===== config.mk =====
export PLATFORM = sky130hd
export DESIGN_NAME = conv_window_feeder
export DESIGN_NICKNAME = d
export VERILOG_FILES = /design/src/rtl/conv_window_feeder.sv
export SDC_FILE = /design/constraint.sdc
export NUM_CORES = 2
export LEC_CHECK = 0
export ABC_AREA = 1
export ABC_CLOCK_PERIOD_IN_PS = 3100
export BUFFER_PORTS_ARGS = -buffer_cell sky130_fd_sc_hd__buf_2
export CORE_ASPECT_RATIO = 1.5
export CORE_MARGIN = 2
export CORE_UTILIZATION = 45
export CTS_CLUSTER_DIAMETER = 60
export DETAILED_ROUTE_END_ITERATION = 10
export HOLD_SLACK_MARGIN = 0.08
export PLACE_DENSITY_LB_ADDON = 0.15
export SKIP_LAST_GASP = 1
export SYNTH_ARGS = -nofsm -noshare
export SYNTH_HDL_FRONTEND = slang
export SYNTH_SLANG_ARGS = --single-unit
export TNS_END_PERCENT = 5

===== constraint.sdc =====
create_clock -name clk -period 3.1 [get_ports clk]
set_input_delay 0.62 -clock clk [delete_from_list [all_inputs] [get_ports clk]]
set_output_delay 0.62 -clock clk [all_outputs]
set_load 0.05 [all_outputs]

===== src/rtl/conv_window_feeder.sv =====
// conv_window_feeder: streams a 16-channel feature map as 5-pixel columns
// into the 5x5xN conv unit and flags each cycle a full window is present.
module conv_window_feeder #(
  parameter int BIT_WIDTH  = 8,
  parameter int IN_W       = 5,
  parameter int IN_H       = 5,
  parameter int ADDR_WIDTH = 5
) (
  input  logic                    clk,
  input  logic                    rst,
  input  logic                    start,
  output logic                    mem_rd_en,
  output logic [ADDR_WIDTH-1:0]   mem_addr,
  input  logic [16*BIT_WIDTH-1:0] mem_rd_data,
  output logic [16*BIT_WIDTH-1:0] in1,
  output logic [16*BIT_WIDTH-1:0] in2,
  output logic [16*BIT_WIDTH-1:0] in3,
  output logic [16*BIT_WIDTH-1:0] in4,
  output logic [16*BIT_WIDTH-1:0] in5,
  output logic                    en,
  output logic                    win_valid,
  output logic [7:0]              win_row,
  output logic [7:0]              win_col,
  output logic                    busy,
  output logic                    done
);

  typedef enum logic [1:0] {
    IDLE,
    FETCH,
    DRAIN,
    PUSH
  } state_t;

  localparam logic [7:0] LAST_COL = 8'(IN_W - 1);
  localparam logic [7:0] LAST_ROW = 8'(IN_H - 5);

  state_t                  state;
  logic [2:0]              k;
  logic [7:0]              row_base;
  logic [7:0]              col;
  logic [16*BIT_WIDTH-1:0] slot [4];

  function automatic logic [ADDR_WIDTH-1:0] addr_of(
    input logic [7:0] r,
    input logic [7:0] c
  );
    return ADDR_WIDTH'(r) * ADDR_WIDTH'(IN_W) + ADDR_WIDTH'(c);
  endfunction

  // Column sequencer: 5 reads, 1 drain, 1 push per column, raster order.
  always_ff @(posedge clk or negedge rst) begin
    if (!rst) begin
      state     <= IDLE;
      k         <= '0;
      row_base  <= '0;
      col       <= '0;
      mem_rd_en <= 1'b0;
      mem_addr  <= '0;
      in1       <= '0;
      in2       <= '0;
      in3       <= '0;
      in4       <= '0;
      in5       <= '0;
      en        <= 1'b0;
      win_valid <= 1'b0;
      win_row   <= '0;
      win_col   <= '0;
      busy      <= 1'b0;
      done      <= 1'b0;
      for (int i = 0; i < 4; i++) slot[i] <= '0;
    end else begin
      en        <= 1'b0;
      win_valid <= 1'b0;
      done      <= 1'b0;
      unique case (state)
        IDLE: begin
          if (start) begin
            state     <= FETCH;
            row_base  <= '0;
            col       <= '0;
            k         <= '0;
            busy      <= 1'b1;
            mem_rd_en <= 1'b1;
            mem_addr  <= '0;
          end
        end
        FETCH: begin
          if (k != 3'd0) slot[2'(k - 3'd1)] <= mem_rd_data;
          if (k == 3'd4) begin
            state     <= DRAIN;
            mem_rd_en <= 1'b0;
          end else begin
            k        <= k + 3'd1;
            mem_addr <= addr_of(row_base + 8'(k) + 8'd1, col);
          end
        end
        DRAIN: begin
          in1   <= slot[0];
          in2   <= slot[1];
          in3   <= slot[2];
          in4   <= slot[3];
          in5   <= mem_rd_data;
          en    <= 1'b1;
          state <= PUSH;
        end
        PUSH: begin
          if (col >= 8'd4) begin
            win_valid <= 1'b1;
            win_row   <= row_base;
            win_col   <= col - 8'd4;
          end
          k <= '0;
          if (col < LAST_COL) begin
            col       <= col + 8'd1;
            state     <= FETCH;
            mem_rd_en <= 1'b1;
            mem_addr  <= addr_of(row_base, col + 8'd1);
          end else if (row_base < LAST_ROW) begin
            col       <= '0;
            row_base  <= row_base + 8'd1;
            state     <= FETCH;
            mem_rd_en <= 1'b1;
            mem_addr  <= addr_of(row_base + 8'd1, 8'd0);
          end else begin
            state <= IDLE;
            done  <= 1'b1;
            busy  <= 1'b0;
          end
        end
        default: state <= IDLE;
      endcase
    end
  end

endmodule

==> flow_summary.toml <==
[status]
status = "finished clean"

[synth]
avgSynthCellArea_um2 = 9.586
ys_ff_latch = 1183
yosysSeqAreaShare = 0.6752
yosysWarnings = 0
synth.distinct_cells = 26
netlist_area_um2 = 43840
postSynthCellCount = 4574

[sta]
finClkSkew_ns = 0.03258
fin_crit_ns = 2.666
fmax_ghz = 0.3751
min_period_over_period = 0.8600
setup_tns_ns = 0
max_slew_margin = 0.3204
hold_viol = 0
max_slew.worst_pin.slew_ns = 1.019
setup_viol = 0
maxSlewViolCount = 0
rsz0062_at_grt = "no"

[worst_hold_path]
min-delay-start = "mem_rd_data[62]"
holdPathStages = 3
worstHoldEndpoint = "slot[446]"
hp-class = "input port to flip-flop"

[drt]
drt-initial-drc-count = 2976
vias_per_cell = 4.919
drt_wl_total_mm = 126.1
drtAntennaViolNets = 0
drc_errors = 0
num_vias = 32797
first_pass_iters = 7
routedWlPerCell_um = 18.92

[clocking]
ctsResizeCount = 0
root_buffer = "clkbuf_16"
cts_inserted_buffers = 109
ctsHtreeMaxLevel = 3
clk_pin_slew_ns = 0.06
cts.sinks = 1183
cts_tree = "yes"
clock_latency_ns = 0.72
cts_buffer_depth = 3

[global_route]
overflow = 0
grt_pass1_wl_mm = 192.6
grt_pass1_vias = 30923
antenna_found_initial = 9
gr-usage-all-layers = 0.2517
grt_max_degree = 180

[setup_path]
crit_top_cell = "ha_1"
crit_type = "flip-flop to flip-flop"
startpoint_type = "flip-flop"
worst-path-buf-inv = 2
endpoint_kind = "flip-flop"
crit_slowest_cell = "fa_1"
worstPathCellList = "inv_1 -> ha_1 -> ha_1 -> fa_1 -> ha_1 -> nand2_1 -> nand2_1 -> nor2_1 -> inv_1 -> nand3_1 -> nand3_1 -> a21oi_1"
cp_top_family = "adder cells"
reg2reg_to = "mem_addr[4]"
max_stage_delay_ns = 0.47
cp.arrival_ns = 3.30
timing.rr.start = "k[0]"
r2r_slack_ns = 0.43
required_ns = 3.74
cp_max_fo = 7
r2r_cells = 12

[placement]
placed_area_um2 = 49210
dp.final_hpwl_mm = 85.72
io_buffer_count = 788
placed_cells = 6462
gp_congestion = 0.8294

[die]
num_rows = 140
ios = 797
initial_core_util = 0.4526
die_x_um = 258.9
coreArea_um2 = 96870
floorplan.die.height_um = 386.3
die_area_um2 = 100000

[finish]
ff_latch_area_um2 = 29600
final_layout_size_suffix_gt1_frac = 0.1962
n_fill_cell = 8836
areaGrowthSynthToFinish_pct = 21.07
fin_nets = 5452
stdcell_area_um2 = 53080
layout.cells.non_filler = 6667
multiInputGateArea_um2 = 12390

[job]
max_cap_viol_count = 0
[per-layer routing]
| metal | GRT usage | vias up | routed length [µm] |
|---|---|---|---|
| li1 | - | 15682 | - |
| met1 | 0.3310 | 15899 | 52310 |
| met2 | 0.3985 | 1019 | 59250 |
| met3 | 0.07185 | 189 | 10290 |
| met4 | 0.09142 | 8 | 4226 |
| met5 | 0 | - | 53 |
[synth_stat cells]
master | n | area share
a21oi_1 | 12 | 0.0014
a31oi_1 | 4 | 0.00057
buf_1 | 3 | 0.00026
buf_2 | 40 | 0.0046
buf_4 | 77 | 0.013
clkbuf_1 | 144 | 0.012
conb_1 | 1 | 0.000086
dfrtp_1 | 1183 | 0.68
fa_1 | 2 | 0.00091
ha_1 | 23 | 0.0066
inv_1 | 155 | 0.013
inv_2 | 3 | 0.00026
nand2_1 | 2214 | 0.19
nand2_2 | 3 | 0.00043
nand3_1 | 14 | 0.0016
nand3_2 | 4 | 0.00091
nand4_1 | 2 | 0.00029
nor2_1 | 25 | 0.0021
nor2_2 | 1 | 0.00014
nor3_1 | 1 | 0.00011
o21ai_0 | 617 | 0.070
o21ai_1 | 38 | 0.0043
o31ai_1 | 1 | 0.00017
or2_2 | 1 | 0.00014
xnor2_1 | 3 | 0.00060
xor2_1 | 3 | 0.00060
[per-stage QoR]
stage / setup slack (ns) / hold WS (ns) / utilization
5_1_grt: 0.3070 / 0.2129 / 0.5479
3_3_place_gp: 0.4066 / 0.4485 / 0.5080
6_report: 0.4340 / 0.2280 / 0.5480
3_5_place_dp: 0.4200 / 0.4530 / 0.5080
4_1_cts: 0.4377 / 0.1813 / 0.5479
2_1_floorplan: 0.6121 / 0.3244 / -
[kinds of logic (layout without fill, tap and decap cells)]
logic type | after synthesis | after routing | share of synthesized area
adders and majority gates | 25 | 25 | 0.007477
DFF | 1183 | 1183 | 0.6752
xor gates and xnor gates | 6 | 6 | 0.001199
AOI/OAI and AO/OA | 672 | 672 | 0.07688
and+or+nand+nor | 2265 | 2265 | 0.1953
other | 1 | 9 | 0.00008553
buffers and inverters | 422 | 1229 | 0.04386
[registers in the layout, summed over array words and instances (netlist names)]
register and count:
mem_addr 5, slot 512, win_valid 1, in2 128
col 8, state 2, win_col 8, in4 128
in1 128, done 1, mem_rd_en 1, en 1
in3 128, k 3, busy 1, in5 128
[final cells by class]
cell class | instances | area share
clock inverters | 36 | 0.01115
well taps | 1278 | 0.03012
diodes | 1 | 0.00004714
clock buffers | 167 | 0.06155
flip-flops and latches | 1183 | 0.5577
inverters | 158 | 0.01131
repair buffers | 868 | 0.09466
multi-input cells | 2976 | 0.2335
[worst register-to-register path, delay by kind of cell, from the launching register on]
kind                       cells  cell delay (ns)
adders and majority gates      4             1.43
DFF                            1             0.41
and+or+nand+nor                5             0.41
AOI/OAI and AO/OA              1             0.12
buffers and inverters          2             0.24
[worst max path at each step]
stage	start	end	slack, ns	cells past startpoint
after global placement	k[0]	mem_addr[4]	0.41	12
after CTS	k[0]	mem_addr[4]	0.44	12
after detailed placement	k[0]	mem_addr[4]	0.42	12
after floorplan	k[0]	mem_addr[4]	0.61	12
after global routing	k[0]	mem_addr[4]	0.31	12
final	k[0]	mem_addr[4]	0.43	12
[placed cells by master (no fill, tap or decap), types with 27 or more instances in the layout]
cell / netlist / routed
buf_12: 0 / 38
buf_2: 40 / 787
buf_4: 77 / 42
clkbuf_1: 144 / 27
clkbuf_16: 0 / 110
clkbuf_8: 0 / 30
dfrtp_1: 1183 / 1183
inv_1: 155 / 155
nand2_1: 2214 / 2214
o21ai_0: 617 / 617
o21ai_1: 38 / 38
[timing repair]
action,in CTS,in global routing
buffers inserted,0,0
hold buffers,1,0
hold endpoints to repair,51,0
Power is not shown: default switching activity piles up to over one toggle a cycle in this logic, so the estimate is an artifact.
